### src/rtl/fifo_uart_tx.sv
`default_nettype none
// ============================================================================
// Module   : fifo_uart_tx
// Summary  : Pops bytes from an upstream FIFO and sends them as 8N1 UART
//            frames, with an optional even-parity bit.
// Revision : 1.0 - initial release
// ============================================================================
module fifo_uart_tx #(
    parameter int CLKS_PER_BIT = 16,
    parameter bit PARITY_EN    = 1'b0
) (
    input  logic        clk,
    input  logic        rst_n,
    input  logic        enable,
    input  logic        fifo_empty,
    input  logic [7:0]  fifo_data,
    output logic        rd,
    output logic        txd,
    output logic        busy,
    output logic        tx_done,
    output logic [15:0] frame_count
);

    localparam int CW = $clog2(CLKS_PER_BIT);
    localparam logic [CW-1:0] BAUD_LAST = CW'(CLKS_PER_BIT - 1);

    typedef enum logic [2:0] {
        IDLE   = 3'd0,
        POP    = 3'd1,
        LOAD   = 3'd2,
        START  = 3'd3,
        DATA   = 3'd4,
        PARITY = 3'd5,
        STOP   = 3'd6
    } state_t;

    state_t         state;
    logic [7:0]     shreg;
    logic           par_bit;
    logic [CW-1:0]  baud;
    logic [2:0]     idx;
    logic           bit_end;
    logic           can_pop;

    assign bit_end = (baud == BAUD_LAST);
    assign can_pop = enable & ~fifo_empty;

    always_ff @(posedge clk) begin
        if (!rst_n) begin
            state       <= IDLE;
            shreg       <= 8'h00;
            par_bit     <= 1'b0;
            baud        <= '0;
            idx         <= 3'd0;
            rd          <= 1'b0;
            txd         <= 1'b1;
            busy        <= 1'b0;
            tx_done     <= 1'b0;
            frame_count <= 16'd0;
        end else begin
            rd      <= 1'b0;
            tx_done <= 1'b0;

            // The baud counter only runs while a line bit is on the wire
            if (state == START || state == DATA || state == PARITY || state == STOP) begin
                baud <= bit_end ? '0 : baud + 1'b1;
            end

            case (state)
                IDLE: begin
                    txd <= 1'b1;
                    if (can_pop) begin
                        state <= POP;
                        rd    <= 1'b1;
                        busy  <= 1'b1;
                    end
                end
                POP: begin
                    state <= LOAD;
                end
                LOAD: begin
                    // Parity is latched here because the shift register is consumed
                    shreg   <= fifo_data;
                    par_bit <= ^fifo_data;
                    baud    <= '0;
                    idx     <= 3'd0;
                    txd     <= 1'b0;
                    state   <= START;
                end
                START: begin
                    if (bit_end) begin
                        txd   <= shreg[0];
                        state <= DATA;
                    end
                end
                DATA: begin
                    if (bit_end) begin
                        if (idx == 3'd7) begin
                            if (PARITY_EN) begin
                                txd   <= par_bit;
                                state <= PARITY;
                            end else begin
                                txd   <= 1'b1;
                                state <= STOP;
                            end
                        end else begin
                            idx   <= idx + 3'd1;
                            shreg <= shreg >> 1;
                            txd   <= shreg[1];
                        end
                    end
                end
                PARITY: begin
                    if (bit_end) begin
                        txd   <= 1'b1;
                        state <= STOP;
                    end
                end
                STOP: begin
                    if (bit_end) begin
                        tx_done     <= 1'b1;
                        frame_count <= frame_count + 16'd1;
                        if (can_pop) begin
                            state <= POP;
                            rd    <= 1'b1;
                        end else begin
                            state <= IDLE;
                            busy  <= 1'b0;
                        end
                    end
                end
                default: begin
                    state <= IDLE;
                    txd   <= 1'b1;
                    busy  <= 1'b0;
                end
            endcase
        end
    end

endmodule
`default_nettype wire

### config.mk
export PLATFORM = sky130hd
export DESIGN_NAME = fifo_uart_tx
export DESIGN_NICKNAME = d
export VERILOG_FILES = /design/src/rtl/fifo_uart_tx.sv
export SDC_FILE = /design/constraint.sdc
export NUM_CORES = 1
export LEC_CHECK = 0
export ABC_AREA = 0
export BUFFER_PORTS_ARGS = -buffer_cell sky130_fd_sc_hd__buf_4
export CAP_MARGIN = 25
export CELL_PAD_IN_SITES_DETAIL_PLACEMENT = 0
export CELL_PAD_IN_SITES_GLOBAL_PLACEMENT = 1
export CORE_UTILIZATION = 44
export CTS_CLUSTER_SIZE = 24
export DETAILED_ROUTE_END_ITERATION = 16
export GPL_TIMING_DRIVEN = 0
export PLACE_DENSITY_LB_ADDON = 0.1
export RECOVER_POWER = 50
export SETUP_SLACK_MARGIN = 0.2
export SLEW_MARGIN = 40
export SYNTH_ARGS = -nofsm -noshare
export SYNTH_HDL_FRONTEND = slang
export SYNTH_SLANG_ARGS = --single-unit
### constraint.sdc
create_clock -name clk -period 4.9 [get_ports clk]
set_input_delay 0.245 -clock clk [delete_from_list [all_inputs] [get_ports clk]]
set_output_delay 0.245 -clock clk [all_outputs]
set_load 0.02 [all_outputs]
==> out/qor.txt <==
Status -> finished clean
Syn_area_per_cell -> 8.51 um2
Layout fillers -> 426
Die Y -> 66.9 um
Final worst-path setup slack -> 2.68 ns
DP Area -> 2150 um2
RSZ-0062 raised after global routing -> false
# DRC -> 0
Drt pass-1 iters -> 4
Core Util, Final -> 53.7%
Crit-path slowest cell -> or4_1
Leading area contributor after synthesis -> dfxtp_1
H-tree depth -> 2
Max clock buf depth -> 2
Post-synth top area share -> 41.0%
Vias/cell -> 5.56
PortBufs -> 31
Post_cts resized -> 0
P per Cell Area -> 284 nW/um2
Hold_buf cts -> 0
Most common cell in the synthesized netlist -> dfxtp_1
Via count -> 1,707
Nets -> 272
Max Cap Viol -> 0
Fin. Hold Viols -> 0
Clock transition at path regs -> 0.07 ns
#FFs+latches synth -> 38
Worst vdd ir -> 0.120 mV
Post-route ant nets -> 0
Critical path required time -> 5.12 ns
Critical path class -> flip-flop to flip-flop
Core ar. -> 4030 um2
Dpl hpwl -> 2900 um
Final worst path period need -> 2.22 ns
CP peak stage delay -> 0.47 ns
Overflow after GRT -> 0
Final setup violation count -> 0
Clk_lat worst skew -> 0.29 ns
Chip width -> 66.9 um
Post-Route WL -> 4140 um
IO Pins -> 32
Final instance area -> 2160 um2
Most used DFF post-synth -> dfxtp_1
Share of post-route cells with drive strength above 1 -> 9.34%
Number of placement rows -> 23
Worst-Margin Slew -> 0.500 ns
# Post-CTS Setup Buffers -> 0
Final worst-path cycle share -> 45.3%
Root Buffer -> clkbuf_8
Largest net degree at the start of global routing -> 12
Post-synth EDFFs -> 0
Post-synthesis cell type count -> 42
RePlAce Congestion -> 0.789
WL per Instance -> 13.5 um
Commonest cells post-synth -> dfxtp_1 (38), nor2_1 (29), o21ai_0 (15)
Worst hold path type -> primary input to flip-flop
Starting Density -> 46.1%
P&R area growth vs syn -> 16.5%
Initial antenna violation count -> 0
Crit path DAT -> 2.45 ns
Post-synthesis async set-or-reset flop share -> 0%
Crit-path cells -> ha_1, nand3_1, or3_1, buf_2, or4_1, a21oi_1
Placed Cells incl. Taps -> 299
Die Area -> 4480 um2
Mapped Cells -> 218
GRT Overall Usage -> 20.7%
Critical Path Fanout Max -> 9
Antenna diodes -> 0
First-pass GRT wire length -> 6880 um
CTS tree -> yes
Inserted Clock Buffers -> 5
Setup crit end kind -> flip-flop
Seq/Total Area, Yosys -> 41.0%
Yosys warnings -> 0
Pleak -> 0.757 nW
Vias in the first global route -> 1,531
Startpoint Class -> flip-flop
Fmax achieved -> 450 MHz
Skew final -> 0.00304 ns
Cell Count, Final, Fillers Out -> 307
Clock sinks -> 38
Dominant cells by area after synthesis -> dfxtp_1 (41%), nor2_1 (5.9%), mux2i_1 (4.9%), o21ai_0 (4.0%), a21oi_1 (3.5%)
Synthesized area -> 1860 um2
Fin. max-slew vios -> 0
Syn Nets -> 234
First DRT Iteration DRCs -> 82
Max-slew headroom -> 66.6%
Place WS -> 2.81 ns
Setup TNS -> 0 ns
[per-layer routing]
metal | wire length (um) | global-route usage (%) | share of wire, %
met1 | 2060 | 27.4 | 50
met2 | 1810 | 31.8 | 44
met3 | 191 | 3.77 | 4.6
met4 | 76 | 10.4 | 1.8
met5 | 0 | 0 | 0
[cell families after synthesis]
| family | count (synthesis) | share of synthesized area [%] |
|---|---|---|
| xor gates and xnor gates | 9 | 4.25 |
| DFF | 38 | 41.0 |
| AOI/OAI and AO/OA | 49 | 16.3 |
| and+or+nand+nor | 90 | 26.4 |
| muxes | 9 | 4.86 |
| buffers and inverters | 19 | 4.52 |
| adders and majority gates | 4 | 2.70 |
[worst paths after layout]
path	startpoint	to	slack, ns	cells past startpoint
worst max-delay path	baud[0]$_SDFFE_PP0P_	frame_count[15]$_SDFFE_PN0P_	2.68	6
worst min-delay path	fifo_data[7]	shreg[7]$_SDFFE_PN0P_	0.20	3
worst max register to register	baud[0]$_SDFFE_PP0P_	frame_count[15]$_SDFFE_PN0P_	2.68	6
worst min register to register	shreg[7]$_SDFFE_PN0P_	shreg[7]$_SDFFE_PN0P_	0.47	2
[layout make-up]
cell class / count / area (um2) / area share, %
multi-input cells: 161 / 1010 / 46.5
flip-flops and latches: 38 / 761 / 35.2
repair buffers: 31 / 158 / 7.29
clock buffers: 7 / 86.3 / 3.99
plain buffers: 14 / 65.1 / 3.01
well taps: 50 / 62.6 / 2.89
inverters: 5 / 18.8 / 0.868
clock inverters: 1 / 5.00 / 0.231
[registers in the layout, indices dropped and copies added, names as in the netlist]
name / count
shreg: 8
state: 3
txd: 1
rd: 1
idx: 3
frame_count: 16
tx_done: 1
busy: 1
baud: 4
[critical path, delay by kind of cell, from the launching register on]
kind,cells,cell delay [ns]
AOI/OAI and AO/OA,1,0.15
adders and majority gates,1,0.23
buffers and inverters,1,0.17
DFF,1,0.37
and+or+nand+nor,3,1.24
[through the flow]
step	total power [mW]	hold slack [ns]
after floorplan	0.378	0.384
after global placement	0.400	0.449
after detailed placement	0.401	0.455
after CTS	0.627	0.198
after global routing	0.644	0.200
final	0.614	0.196
[placed cells by master (no fill, tap or decap), drive strengths merged, types with 4 or more instances in the layout]
| master | netlist | final |
|---|---|---|
| or3 | 5 | 5 |
| nand4 | 5 | 5 |
| buf | 7 | 18 |
| nand3 | 7 | 7 |
| nor2 | 29 | 29 |
| o31ai | 5 | 5 |
| o21ai | 15 | 15 |
| ha | 4 | 4 |
| a211oi | 8 | 8 |
| mux2i | 9 | 9 |
| nand2 | 13 | 13 |
| or4 | 4 | 4 |
| and3 | 4 | 4 |
| a21oi | 13 | 13 |
| nor4 | 4 | 4 |
| inv | 4 | 4 |
| clkbuf | 7 | 34 |
| xnor2 | 7 | 7 |
| dfxtp | 38 | 38 |
| nor3 | 4 | 4 |
[power by group]
part / switching [mW] / total (mW) / internal (mW)
Clock: 0.109 / 0.223 / 0.114
Combinational: 0.0379 / 0.0643 / 0.0264
Sequential: 0.00715 / 0.327 / 0.320
(Power assumes the default switching activity.)
